`config.mk`:
```
export PLATFORM = sky130hd
export DESIGN_NAME = alu_exec_unit
export DESIGN_NICKNAME = d
export VERILOG_FILES = /design/src/rtl/alu_pkg.sv /design/src/rtl/alu_shifter.sv /design/src/rtl/alu_exec_unit.sv
export SDC_FILE = /design/constraint.sdc
export NUM_CORES = 1
export LEC_CHECK = 0
export CORE_MARGIN = 3
export CORE_UTILIZATION = 58
export DETAILED_ROUTE_END_ITERATION = 16
export GPL_ROUTABILITY_DRIVEN = 0
export PLACE_DENSITY_LB_ADDON = 0.05
export SLEW_MARGIN = 10
export SYNTH_ARGS = -nofsm -noshare
export SYNTH_HDL_FRONTEND = slang
export SYNTH_SLANG_ARGS = --single-unit
```
`constraint.sdc`:
```
create_clock -name clk -period 2.8 [get_ports clk]
set_input_delay 0.42 -clock clk [delete_from_list [all_inputs] [get_ports clk]]
set_output_delay 0.42 -clock clk [all_outputs]
set_load 0.05 [all_outputs]
```
`src/rtl/alu_pkg.sv`:
```
// Shared types for the execute-stage ALU: op codes, funct3 codes, FSM state encoding.
package alu_pkg;

  localparam int ALU_I_WIDTH = 32;

  typedef enum logic [3:0] {
    OP_ADD  = 4'd0,
    OP_SUB,
    OP_SLL,
    OP_SLT,
    OP_SLTU,
    OP_XOR,
    OP_SRL,
    OP_SRA,
    OP_OR,
    OP_AND,
    OP_BEQ,
    OP_BNEQ,
    OP_BLT,
    OP_BGE,
    OP_BLTU,
    OP_BGEU
  } alu_op_e;

  typedef enum logic [2:0] {
    F3_ADD_SUB = 3'd0,
    F3_SLL     = 3'd1,
    F3_SLT     = 3'd2,
    F3_SLTU    = 3'd3,
    F3_XOR     = 3'd4,
    F3_SRL_SRA = 3'd5,
    F3_OR      = 3'd6,
    F3_AND     = 3'd7
  } f3_e;

  typedef logic [0:0] state_t;
  localparam logic [0:0] ST_IDLE  = 1'b0;
  localparam logic [0:0] ST_SHIFT = 1'b1;

  function automatic logic is_shift_op(input alu_op_e op);
    return (op == OP_SLL) || (op == OP_SRL) || (op == OP_SRA);
  endfunction

endpackage

```
`src/rtl/alu_shifter.sv`:
```
// Shift engine with start/done handshake: one bit per cycle by default,
// single-cycle barrel shifter when ALU_BARREL_SHIFT_EN is defined.
module alu_shifter
  import alu_pkg::*;
#(
  parameter  int I_WIDTH = ALU_I_WIDTH,
  localparam int SHW     = $clog2(I_WIDTH)
) (
  input  logic               clk,
  input  logic               rst,
  input  logic               start,
  input  logic               left,
  input  logic               arith,
  input  logic [I_WIDTH-1:0] data,
  input  logic [SHW-1:0]     shamt,
  output logic               done,
  output logic               busy,
  output logic [I_WIDTH-1:0] res
);

`ifdef ALU_BARREL_SHIFT_EN

  logic unused_clk_rst;
  assign unused_clk_rst = clk ^ rst;

  always_comb begin
    if (left)       res = data << shamt;
    else if (arith) res = I_WIDTH'($signed(data) >>> shamt);
    else            res = data >> shamt;
  end

  assign done = start;
  assign busy = 1'b0;

`else

  logic [I_WIDTH-1:0] work_q, work_d, step;
  logic [SHW-1:0]     cnt_q, cnt_d;
  logic               busy_q, busy_d;
  logic               left_q, left_d;
  logic               arith_q, arith_d;

  always_comb begin
    if (left_q) step = {work_q[I_WIDTH-2:0], 1'b0};
    else        step = {arith_q & work_q[I_WIDTH-1], work_q[I_WIDTH-1:1]};

    work_d  = work_q;
    cnt_d   = cnt_q;
    busy_d  = busy_q;
    left_d  = left_q;
    arith_d = arith_q;
    done    = 1'b0;
    res     = data;

    if (busy_q) begin
      work_d = step;
      cnt_d  = cnt_q - SHW'(1);
      res    = step;
      if (cnt_q == SHW'(1)) begin
        done   = 1'b1;
        busy_d = 1'b0;
      end
    end else if (start) begin
      // A zero shift amount is passed straight through in the start cycle.
      if (shamt == '0) begin
        done = 1'b1;
      end else begin
        work_d  = data;
        cnt_d   = shamt;
        busy_d  = 1'b1;
        left_d  = left;
        arith_d = arith;
      end
    end
  end

  always_ff @(posedge clk or posedge rst) begin
    if (rst) begin
      work_q  <= '0;
      cnt_q   <= '0;
      busy_q  <= 1'b0;
      left_q  <= 1'b0;
      arith_q <= 1'b0;
    end else begin
      work_q  <= work_d;
      cnt_q   <= cnt_d;
      busy_q  <= busy_d;
      left_q  <= left_d;
      arith_q <= arith_d;
    end
  end

  assign busy = busy_q;

`endif

endmodule

```
`src/rtl/alu_exec_unit.sv`:
```
// Execute-stage ALU with valid/ready on both sides and a registered result.
// Define ALU_BARREL_SHIFT_EN to make shifts single-cycle (busy stays low).
module alu_exec_unit
  import alu_pkg::*;
#(
  parameter  int I_WIDTH = ALU_I_WIDTH,
  localparam int SHW     = $clog2(I_WIDTH)
) (
  input  logic               clk,
  input  logic               rst,
  input  logic               in_valid,
  output logic               in_ready,
  input  logic [3:0]         alu_op,
  input  logic [I_WIDTH-1:0] d1In,
  input  logic [I_WIDTH-1:0] d2In,
  output logic               out_valid,
  input  logic               out_ready,
  output logic [I_WIDTH-1:0] result,
  output logic               br_taken,
  output logic               busy
);

  state_t             state_q, state_d;
  logic               out_valid_q, out_valid_d;
  logic               br_q, br_d;
  logic [I_WIDTH-1:0] result_q, result_d;
  logic [I_WIDTH-1:0] alu_res, sh_res;
  logic               br_res, lt_s, lt_u;
  logic               accept, is_shift, sh_start, sh_done, sh_busy;
  alu_op_e            op;

  assign op       = alu_op_e'(alu_op);
  assign in_ready = (state_q == ST_IDLE) & (~out_valid_q | out_ready);
  assign accept   = in_valid & in_ready;
  assign is_shift = is_shift_op(op);
  assign sh_start = accept & is_shift;
  assign lt_s     = $signed(d1In) < $signed(d2In);
  assign lt_u     = d1In < d2In;

  alu_shifter #(.I_WIDTH(I_WIDTH)) u_shifter (
    .clk   (clk),
    .rst   (rst),
    .start (sh_start),
    .left  (op == OP_SLL),
    .arith (op == OP_SRA),
    .data  (d1In),
    .shamt (d2In[SHW-1:0]),
    .done  (sh_done),
    .busy  (sh_busy),
    .res   (sh_res)
  );

  always_comb begin
    alu_res = '0;
    br_res  = 1'b0;
    case (op)
      OP_ADD:  alu_res = d1In + d2In;
      OP_SUB:  alu_res = d1In - d2In;
      OP_SLT:  alu_res = {{(I_WIDTH-1){1'b0}}, lt_s};
      OP_SLTU: alu_res = {{(I_WIDTH-1){1'b0}}, lt_u};
      OP_XOR:  alu_res = d1In ^ d2In;
      OP_OR:   alu_res = d1In | d2In;
      OP_AND:  alu_res = d1In & d2In;
      OP_BEQ:  br_res  = (d1In == d2In);
      OP_BNEQ: br_res  = (d1In != d2In);
      OP_BLT:  br_res  = lt_s;
      OP_BGE:  br_res  = ~lt_s;
      OP_BLTU: br_res  = lt_u;
      OP_BGEU: br_res  = ~lt_u;
      default: alu_res = '0;
    endcase
  end

  always_comb begin
    state_d     = state_q;
    result_d    = result_q;
    br_d        = br_q;
    out_valid_d = out_valid_q & ~out_ready;

    if (state_q == ST_SHIFT) begin
      if (sh_done) begin
        result_d    = sh_res;
        br_d        = 1'b0;
        out_valid_d = 1'b1;
        state_d     = ST_IDLE;
      end
    end else if (accept) begin
      // Shifts that finish in the accept cycle complete like any single-cycle op.
      if (is_shift & ~sh_done) begin
        state_d = ST_SHIFT;
      end else begin
        result_d    = is_shift ? sh_res : alu_res;
        br_d        = br_res;
        out_valid_d = 1'b1;
      end
    end
  end

  always_ff @(posedge clk or posedge rst) begin
    if (rst) begin
      state_q     <= ST_IDLE;
      out_valid_q <= 1'b0;
      result_q    <= '0;
      br_q        <= 1'b0;
    end else begin
      state_q     <= state_d;
      out_valid_q <= out_valid_d;
      result_q    <= result_d;
      br_q        <= br_d;
    end
  end

  assign out_valid = out_valid_q;
  assign result    = result_q;
  assign br_taken  = br_q;
  assign busy      = sh_busy;

endmodule
```
==> results.env, run 1 <==
OUTCOME='aborted with a tool error'
LAST-STAGE-REACHED='5_1_grt'
ERROR_LINE='[ERROR GRT-0232] Routing congestion too high. Check the congestion heatmap in the GUI.'
POST-DP-HPWL_UM=29000
CTS_BUFFERS=9
TRITONCTS_NUM_SINKS=75
POST_SYNTHESIS_SHARE_OF_CELL_AREA_SPENT_ON_FULL_ADDERS_HALF_ADDERS_AND_MAJORITY_GATES=0.149
SYNTHDISTINCTLIBCELLS=86
CTS-HTREE-LEVELS=3
MAIN_COMBINATIONAL_CELL_FAMILY_BY_AREA_AFTER_SYNTHESIS='compound AO/OA/AOI/OAI gates'
SYNTHCELLS=1226
DPL-INSTANCE-AREA_SQ_UM=12600
SYN-NUM-NETS=1405
SYNTH_COMPOUND_GATE_AREA_SHARE=0.311
POSTGRTWORSTENDPOINT='result[26]$_DFFE_PP0P_/D'
SYN-MEAN-INSTANCE-AREA_SQ_UM=7.40
YS_SEQ_ELEMENTS=75
YOSYSSEQAREASHARE=0.207
WORST-EP-KIND='register data pin'
POST_SYNTHESIS_SIMPLE_GATE_AREA_FRACTION=0.181
PIN_COUNT=108
CTSLONGESTPATHBUFFERS=2
SYNTH.MUX.AREA_FRACTION=0.0513
GRT_START_MAX_NET_PINS=53
FP_ROWS=45
YOSYS.AREA_SHARE.XOR_XNOR=0.0193
ASYNCSETRESETFLOPFRACSYNTH=1.00
PORTBUFFERS=107
INITIAL_UTILIZATION=0.595
GLOBALROUTEOVERFLOWTOTAL=1
DIE_W_UM=131
NETLIST_AREA_SQ_UM=9080
GRT_USAGE=0.747
YS.FLOP_TYPE='sky130_fd_sc_hd__dfrtp_1'
SYNTH_EDF_COUNT=0
DIE_H_UM=131
YS.WARNINGS.COUNT=0
CTS_ROOT_BUFFER='sky130_fd_sc_hd__clkbuf_16'
## per-stage QoR
stage	util	setup slack, ns	hold WS (ns)	instances
after CTS	0.902	-0.256	0.450	1823
after detailed placement	0.827	-0.982	0.473	1786
after global placement	0.827	-0.830	0.462	1786
after floorplan	-	-0.110	0.450	1226
## synthesized netlist by cell type, types with 8 or more instances
cell type	count	share of area
sky130_fd_sc_hd__a21oi_1	140	0.077
sky130_fd_sc_hd__nor2_1	126	0.052
sky130_fd_sc_hd__ha_1	105	0.14
sky130_fd_sc_hd__nand2_1	105	0.043
sky130_fd_sc_hd__o21ai_0	103	0.057
sky130_fd_sc_hd__inv_1	101	0.042
sky130_fd_sc_hd__dfrtp_1	75	0.21
sky130_fd_sc_hd__clkbuf_1	58	0.024
sky130_fd_sc_hd__mux2i_1	36	0.040
sky130_fd_sc_hd__nor3_1	26	0.014
sky130_fd_sc_hd__a211oi_1	21	0.017
sky130_fd_sc_hd__nand3_1	20	0.011
sky130_fd_sc_hd__o211ai_1	19	0.016
sky130_fd_sc_hd__xnor2_1	18	0.017
sky130_fd_sc_hd__buf_2	14	0.0077
sky130_fd_sc_hd__a221oi_1	13	0.013
sky130_fd_sc_hd__o21bai_1	13	0.011
sky130_fd_sc_hd__nor2b_1	12	0.0083
sky130_fd_sc_hd__a31oi_1	10	0.0069
sky130_fd_sc_hd__nand2b_1	10	0.0069
sky130_fd_sc_hd__nor4_1	10	0.0069
sky130_fd_sc_hd__o21a_1	10	0.0083
sky130_fd_sc_hd__o221ai_1	10	0.0096
sky130_fd_sc_hd__a21o_1	9	0.0074
sky130_fd_sc_hd__or3_1	9	0.0062
sky130_fd_sc_hd__mux2_2	8	0.0099
## per-layer routing
layer,track usage,overflow
met5,0.326,0
met4,0.706,1
met3,0.624,0
met2,0.878,0
met1,0.766,0
## logic make-up after synthesis
kind of cell,count (synthesis)
DFF,75
muxes,45
AOI/OAI and AO/OA,437
buffers and inverters,185
and+or+nand+nor,357
xor gates and xnor gates,20
adders and majority gates,107
## repair_timing
action,4_1_cts
pin swaps,70
hold buffers,0
resized for setup,208
setup endpoints to repair,32
buffers inserted,22
==> run 2, diff against run 1 <==
Settings changed: CORE_UTILIZATION 58 to 40, PLACE_DENSITY_LB_ADDON 0.05 to 0.15.
==> results.env, run 2 <==
OUTCOME='finished, violations left'
VIOLATIONS='setup timing'
FINAL.FILL_COUNT=1817
SYNTHTOPCELLSBYCOUNT='sky130_fd_sc_hd__a21oi_1, sky130_fd_sc_hd__nor2_1, sky130_fd_sc_hd__ha_1, sky130_fd_sc_hd__nand2_1, sky130_fd_sc_hd__o21ai_0'
SYNTHTOLAYOUTAREAGROWTH_PCT=61.7
LAYOUT-DRIVE-GT1-SHARE=0.403
MULTIINPUTGATEAREA_SQ_UM=7630
INITIAL_UTILIZATION=0.412  # -0.183
SHARE_COMB_OF_TOTAL_POWER=0.617
IRDROPWORSTVDD_mV=0.395
POST-ROUTE-DRC-COUNT=0
POSTROUTEANTENNANETS=0
PERIOD_SHARE=1.03
YS_SEQ_ELEMENTS=75  # unchanged
GLOBALROUTEMET3UTIL=0.0470
CP.ARRIVAL_NS=3.11
YS.WARNINGS.COUNT=0  # unchanged
PORTBUFFERS=107  # unchanged
LAYOUT_COMMON_CELLS='sky130_fd_sc_hd__buf_4, sky130_fd_sc_hd__nor2_1, sky130_fd_sc_hd__a21oi_1'
POSTLAYOUTCELLAREA_SQ_UM=14700
TOTAL_POWER_PER_UNIT_CELL_AREA_nW_PER_UM2=597
SYNTH_EDF_COUNT=0  # unchanged
CRITICAL_PATH.REG2REG.STARTPOINT='u_shifter.busy'
GLOBALROUTEOVERFLOWTOTAL=0
SYNTH.MOST_COMMON_CELL='sky130_fd_sc_hd__a21oi_1'
CRIT_SLOWEST_CELL='sky130_fd_sc_hd__a221o_2'
YS.FLOP_TYPE='sky130_fd_sc_hd__dfrtp_1'
TIMING.FINAL.WS_SETUP_NS=-0.0951
DRT-VIAS-PER-INSTANCE=5.80
PIN_COUNT=108  # unchanged
FIRST_PASS_ITERS=5
GRT_FIRST_PASS_WIRELENGTH_UM=58900
POST_DRT_WL_PER_CELL_UM=20.4
P_CLK_FRAC=0.151
DPL-INSTANCE-AREA_SQ_UM=12900  # +2.5%
SETUP_VIOL=3
GROUTE.LAYER.MET1.USAGE=0.461
CTS_TREE='yes'
PLACEABLECOREAREA_SQ_UM=22000
TIMING.CLOCK.SKEW_NS=0.00756
SYNTHDISTINCTLIBCELLS=86  # unchanged
SLEW_VIOL_FINAL=0
DRV.MAX_CAP_VIOLATION_COUNT=0
POST_SYNTH_MAIN_AREA_CONTRIBUTORS='sky130_fd_sc_hd__dfrtp_1, sky130_fd_sc_hd__ha_1, sky130_fd_sc_hd__a21oi_1'
GRT_START_MAX_NET_PINS=53
SYNTH.MUX.AREA_FRACTION=0.0513  # unchanged
CTS_ROOT_BUFFER='sky130_fd_sc_hd__clkbuf_16'
POST-DP-HPWL_UM=29800  # +2.8%
TYPE_OF_ORIGIN_OF_THE_CRITICAL_PATH='input port'
UNREPAIRED_SETUP_ENDPOINTS_AFTER_GLOBAL_ROUTING='true'
MAIN_COMBINATIONAL_CELL_FAMILY_BY_AREA_AFTER_SYNTHESIS='compound AO/OA/AOI/OAI gates'
CRIT_BUF_INV=4
TOTAL_INTERNAL_POWER_mW=4.64
SYN-MEAN-INSTANCE-AREA_SQ_UM=7.40  # unchanged
INITIAL_ANTENNA_VIOLATION_COUNT=1
CRITICAL-PATH-MAX-STAGE-DELAY_NS=0.40
TIMING.CRITICAL_PATH.MAX_DELAY_FAMILY='compound AO/OA/AOI/OAI gates'
CTSLONGESTPATHBUFFERS=2  # unchanged
HOLDCRITSTARTPOINT='d1In[0]'
YOSYSSEQAREASHARE=0.207  # unchanged
ASYNCSETRESETFLOPFRACSYNTH=1.00  # unchanged
TMIN_FINAL_NS=2.90
POST-SYNTH-TOP-AREA-CELL='sky130_fd_sc_hd__dfrtp_1'
FINALNONFILLERCELLS=1938
FP_ROWS=54  # +20%
GRT-BUSIEST-LAYER='met1'
PRE_CTS_SLACK_NS=-1.07  # -0.0881 ns
GRT_USAGE=0.306
ANTENNA_CELLS=0
DIE_AREA_SQ_UM=24500
HP-CLASS='input port to register'
FIRST_ITER_VIOLATIONS=1190
POST_SYNTHESIS_SHARE_OF_CELL_AREA_SPENT_ON_FULL_ADDERS_HALF_ADDERS_AND_MAJORITY_GATES=0.149  # unchanged
SYN-NUM-NETS=1405  # unchanged
END_KIND='register'
TIMING_WORST_SETUP_PATH_TYPE='input port to register'
NETLIST_AREA_SQ_UM=9080  # unchanged
WORST-ENDPOINT-REQUIRED_NS=3.01
FINISH.UTILIZATION=0.666
POSTCTSHOLDBUFS=0  # unchanged
PLACE.DETAILED.INSTANCES=1884  # +5.5%
DIE_W_UM=157  # +19%
PATH_CLK_SLEW_NS=0.06
WORST_SKEW_PAIR.LATE_LATENCY_NS=0.35
FIRST_GLOBAL_VIAS=10500
MAX_FREQ_MHz=345
FINAL.SETUP.TNS_NS=-0.213
MAX_SLEW.WORST_PIN.SLEW_NS=0.685
SWITCHING_SHARE=0.471
ROUTED_WIRELENGTH_UM=39500
GLOBALROUTEMET2UTIL=0.457
CRIT_PATH_START='d1In[0]'
REGAREA_SQ_UM=1880
FINALPOWER_mW=8.76
FINAL_HOLD_VIOL_COUNT=0
FINAL_NET_COUNT=1832
YOSYS.AREA_SHARE.XOR_XNOR=0.0193  # unchanged
NETSWITCHINGPOWER_mW=4.12
LAYOUT.CELLS.MOST_COMMON='sky130_fd_sc_hd__buf_4'
PATH_CELLS='buf_8 -> buf_6 -> inv_12 -> ha_4 -> inv_2 -> fa_2 -> nor3b_4 -> o311ai_4 -> a31oi_4 -> o21ai_2 -> a21oi_2 -> a221o_2 -> mux2i_1 -> nor3_2 -> o21ai_1'
VIAS=11200
DIE_H_UM=157  # +19%
YOSYS.AREA.TOP_TYPE_SHARE=0.207  # unchanged
SYNTHCELLS=1226  # unchanged
POWER_FRAC_SEQ=0.232
TIMING.HOLD.WS_NS=0.394
SYNTH_COMPOUND_GATE_AREA_SHARE=0.311  # unchanged
CTS-HTREE-LEVELS=3  # unchanged
CTS_BUFFERS=9  # unchanged
POST_SYNTHESIS_SIMPLE_GATE_AREA_FRACTION=0.181  # unchanged
TRITONCTS_NUM_SINKS=75  # unchanged
TOTAL_LEAKAGE_POWER_nW=6.56
TIMING.CRITICAL_PATH.FANOUT_MAX=4
TIMING.MAX_SLEW.REL_SLACK=0.543
==> run 2: logic make-up after synthesis <==
group                      after synthesis
DFF                                     75
buffers and inverters                  185
muxes                                   45
adders and majority gates              107
xor gates and xnor gates                20
AOI/OAI and AO/OA                      437
and+or+nand+nor                        357
==> run 2: final timing paths <==
path	to	slack, ns	cells after the start
max in group asynchronous	result[19]	1.69	3
min reg2reg	result[14]	0.48	2
min in group asynchronous	result[5]	0.45	2
min	u_shifter.work_q[0]	0.39	3
max	result[22]	-0.1	15
max reg2reg	result[24]	0.56	10
==> run 2: area by class of cell <==
type                    count  area share
clock buffers              12      0.0175
clock inverters             4     0.00503
inverters                 105      0.0280
multi-input cells         966       0.520
flip-flops and latches     75       0.128
well taps                 280      0.0239
repair buffers            496       0.278
==> run 2: worst reg2reg max path, cell delays in order (launching register included) <==
cell                        delay (ns)
sky130_fd_sc_hd__dfrtp_1          0.41
sky130_fd_sc_hd__clkinv_1         0.11
sky130_fd_sc_hd__nor3_1           0.24
sky130_fd_sc_hd__nand3b_1         0.21
sky130_fd_sc_hd__a21o_1           0.22
sky130_fd_sc_hd__nor2_1           0.12
sky130_fd_sc_hd__buf_4            0.19
sky130_fd_sc_hd__buf_4            0.13
sky130_fd_sc_hd__o2111ai_1        0.10
sky130_fd_sc_hd__a21oi_1          0.26
sky130_fd_sc_hd__a21oi_1          0.12
==> run 2: timing repair <==
| item | in CTS | in global routing |
|---|---|---|
| pin swaps | 71 | 100 |
| setup buffers | 19 | 24 |
| endpoints found under the setup margin | 33 | 27 |
| gates resized for setup | 211 | 174 |
==> run 2: power groups by stage <==
stage	sequential, mW	clock (mW)	combinational, mW
2_1_floorplan	2.73	0	2.19
3_3_place_gp	2.02	0	4.86
3_5_place_dp	2.03	0	4.93
4_1_cts	2.02	1.32	5.11
5_1_grt	2.08	1.36	5.78
6_report	2.03	1.32	5.41
==> run 2: routing by layer <==
metal / vias to the layer above / wire length [um] / share of wire
met3: 76 / 3920 / 0.099
met1: 5331 / 17600 / 0.44
met2: 592 / 17000 / 0.43
met4: 2 / 957 / 0.024
li1: 5241 / - / -
met5: - / 15 / 0.00038
Power figures use the tool's default switching activity.
==> run 3, diff against run 2 <==
Clock period 2.8 ns to 3.16 ns, I/O delays scaled along.
==> results.env, run 3 (same netlist as run 2, synthesis figures left out) <==
OUTCOME='finished, violations left'
VIOLATIONS='setup timing'
TRITONCTS_NUM_SINKS=75  # unchanged
CTSLONGESTPATHBUFFERS=2  # unchanged
PIN_COUNT=108  # unchanged
INITIAL_UTILIZATION=0.412  # unchanged
POST-ROUTE-DRC-COUNT=0  # unchanged
PATH_CELLS='clkdlybuf4s15_1 -> inv_2 -> buf_4 -> ha_1 -> o21bai_2 -> o211ai_1 -> a211oi_4 -> o211a_4 -> or2_4 -> a211oi_2 -> xnor2_1 -> a221oi_1 -> buf_4 -> a311oi_1'
TOTAL_LEAKAGE_POWER_nW=6.15  # -6.1%
VIAS=10900  # -2.7%
GRT_START_MAX_NET_PINS=53  # unchanged
IRDROPWORSTVDD_mV=0.397  # +0.34%
FF2FF_SETUP_SLACK_NS=0.62  # +0.06 ns
WORST-ENDPOINT-REQUIRED_NS=3.35  # +0.34 ns
CRITICAL_PATH.REG2REG.STARTPOINT='u_shifter.busy'
CTS_ROOT_BUFFER='sky130_fd_sc_hd__clkbuf_16'
PORTBUFFERS=107  # unchanged
CP.ARRIVAL_NS=3.36  # +0.25 ns
CTS_BUFFERS=9  # unchanged
PERIOD_SHARE=1.00
FINAL_NET_COUNT=1763  # -3.8%
PLACE.DETAILED.INSTANCES=1839  # -2.4%
FINAL.FILL_COUNT=2019  # +11%
CRIT_SLOWEST_CELL='sky130_fd_sc_hd__o211ai_1'
FIRST_ITER_VIOLATIONS=1216  # +2.2%
CRIT_PATH_FREQUENT_CELL='sky130_fd_sc_hd__buf_4'
PLACEABLECOREAREA_SQ_UM=22000  # unchanged
ANTENNA_CELLS=0  # unchanged
GRT_FIRST_PASS_WIRELENGTH_UM=57500  # -2.3%
CTS-HTREE-LEVELS=3  # unchanged
UNREPAIRED_SETUP_ENDPOINTS_AFTER_GLOBAL_ROUTING='true'
POSTROUTEANTENNANETS=0  # unchanged
FINAL.SETUP.TNS_NS=-0.0105  # +0.202 ns
LOGIC_DEPTH_OF_THE_WORST_PATH_BUFFERS_INCLUDED=14  # -1
LAYOUT-DRIVE-GT1-SHARE=0.295  # -0.108
ENDPOINT_OF_THE_WORST_REGISTER_TO_REGISTER_PATH='result[28]'
TOTAL_POWER_PER_UNIT_CELL_AREA_nW_PER_UM2=544  # -8.9%
CRITICAL-PATH-MAX-STAGE-DELAY_NS=0.47  # +0.07 ns
TIMING.MAX_SLEW.REL_SLACK=0.403  # -0.140
FIRST_GLOBAL_VIAS=10300  # -2.5%
PATH_CLK_SLEW_NS=0.05  # about the same
SETUP_VIOL=1  # -2
FP_ROWS=54  # unchanged
LAYOUT.CELLS.MOST_COMMON='sky130_fd_sc_hd__buf_4'
TIMING_WORST_SETUP_PATH_TYPE='input port to register'
END_KIND='register'
INITIAL_ANTENNA_VIOLATION_COUNT=1  # unchanged
TIMING.CLOCK.SKEW_NS=0.0137  # +0.00614 ns
MAX_SLEW.WORST_PIN.SLEW_NS=0.895  # +0.210 ns
ROUTED_WIRELENGTH_UM=37900  # -4.1%
GRT_USAGE=0.299  # -0.00665
TIMING.CRITICAL_PATH.FANOUT_MAX=4  # unchanged
TYPE_OF_ORIGIN_OF_THE_CRITICAL_PATH='input port'
SLEW_VIOL_FINAL=0  # unchanged
FINALPOWER_mW=7.34  # -16%
FINALNONFILLERCELLS=1868  # -3.6%
DIE_W_UM=157  # unchanged
TMIN_FINAL_NS=3.17
GLOBALROUTEOVERFLOWTOTAL=0  # unchanged
HP-CLASS='register to register'
TIMING.CRITICAL_PATH.MAX_DELAY_FAMILY='compound AO/OA/AOI/OAI gates'
POST_DRT_WL_PER_CELL_UM=20.3  # -0.45%
DRT-VIAS-PER-INSTANCE=5.86  # +1.0%
LAYOUT_COMMON_CELLS='sky130_fd_sc_hd__buf_4, sky130_fd_sc_hd__a21oi_1, sky130_fd_sc_hd__nor2_1'
MAX_FREQ_MHz=315
SYNTHTOLAYOUTAREAGROWTH_PCT=48.6
CRIT_PATH_START='d2In[1]'
DRV.MAX_CAP_VIOLATION_COUNT=0  # unchanged
DIE_AREA_SQ_UM=24500  # unchanged
CRIT_BUF_INV=4  # unchanged
CTS_TREE='yes'
FINAL_HOLD_VIOL_COUNT=0  # unchanged
WORST_SKEW_PAIR.LATE_LATENCY_NS=0.35  # about the same
TIMING.CRITICAL_PATH.TO='result[19]'
DIE_H_UM=157  # unchanged
TIMING.FINAL.WS_SETUP_NS=-0.0105  # +0.0846 ns
WORST_R2R_PATH_DEPTH=9  # -1
FIRST_PASS_ITERS=6  # +1
POST-DP-HPWL_UM=29300  # -1.7%
-- run 3: cell types whose count changed in the layout (fill, tap and decap cells not counted), moves of 20 or more --
cell,change
sky130_fd_sc_hd__buf_4,-48
sky130_fd_sc_hd__inv_1,+29
sky130_fd_sc_hd__inv_2,-28
sky130_fd_sc_hd__clkdlybuf4s50_1,+23
sky130_fd_sc_hd__buf_6,-22
sky130_fd_sc_hd__ha_4,-22
sky130_fd_sc_hd__ha_1,+20
-- run 3: layout make-up --
| type | count | area, sq um | area share |
|---|---|---|---|
| inverters | 105 | 397 | 0.0294 |
| well taps | 280 | 350 | 0.0260 |
| clock buffers | 10 | 239 | 0.0177 |
| clock inverters | 5 | 53.8 | 0.00399 |
| multi-input cells | 966 | 7040 | 0.522 |
| flip-flops and latches | 75 | 1880 | 0.139 |
| repair buffers | 427 | 3530 | 0.262 |
-- run 3: report_power, final --
part           leakage (nW)  internal, mW  switching, mW
registers             0.906          1.42          0.397
clock network         0.148         0.626          0.421
logic                  5.10          1.78           2.69
-- run 3: repair_timing --
| action | 4_1_cts | 5_1_grt |
|---|---|---|
| buffers inserted | 6 | 9 |
| hold buffers | 0 | 0 |
| pin swaps | 33 | 36 |
| resized for setup | 75 | 74 |
| endpoints found under the setup margin | 26 | 24 |
-- run 3: layer usage --
metal	GRT usage	vias to the layer above	share of wire
met5	0	-	0
met4	0.0592	0	0.019
met3	0.0636	56	0.11
met2	0.436	600	0.42
met1	0.454	5185	0.45
li1	-	5103	-
-- run 3: how the worst min path moves through the flow --
| stage | start | end | slack [ns] | cells past startpoint |
|---|---|---|---|---|
| after floorplan | u_shifter.arith_q | u_shifter.arith_q | 0.45 | 2 |
| after global placement | result[14] | result[14] | 0.46 | 2 |
| after detailed placement | u_shifter.arith_q | u_shifter.arith_q | 0.48 | 2 |
| after CTS | u_shifter.arith_q | u_shifter.arith_q | 0.49 | 2 |
| after global routing | u_shifter.arith_q | u_shifter.arith_q | 0.51 | 2 |
| final | u_shifter.arith_q | u_shifter.arith_q | 0.48 | 2 |
-- run 3: worst reg2reg max path, cell delays in order, from the launching register on --
cell and delay, ns:
sky130_fd_sc_hd__dfrtp_1 0.56, sky130_fd_sc_hd__clkinv_1 0.16, sky130_fd_sc_hd__nor3_1 0.27, sky130_fd_sc_hd__nand3b_1 0.21, sky130_fd_sc_hd__a21oi_4 0.17, sky130_fd_sc_hd__nand2_1 0.22
sky130_fd_sc_hd__a211oi_1 0.33, sky130_fd_sc_hd__o21ai_0 0.13, sky130_fd_sc_hd__a221oi_1 0.25, sky130_fd_sc_hd__a311oi_1 0.09
-- run 3: through the flow --
stage                util  hold slack [ns]  worst slack (ns)  instance area, sq um
floorplan               -            0.450            0.0129                  9080
global placement    0.569            0.461            -0.670                 12500
detailed placement  0.569            0.479            -0.679                 12500
CTS                 0.596            0.491           -0.0353                 13100
global route        0.613            0.508           -0.0145                 13500
finish              0.613            0.484           -0.0105                 13500
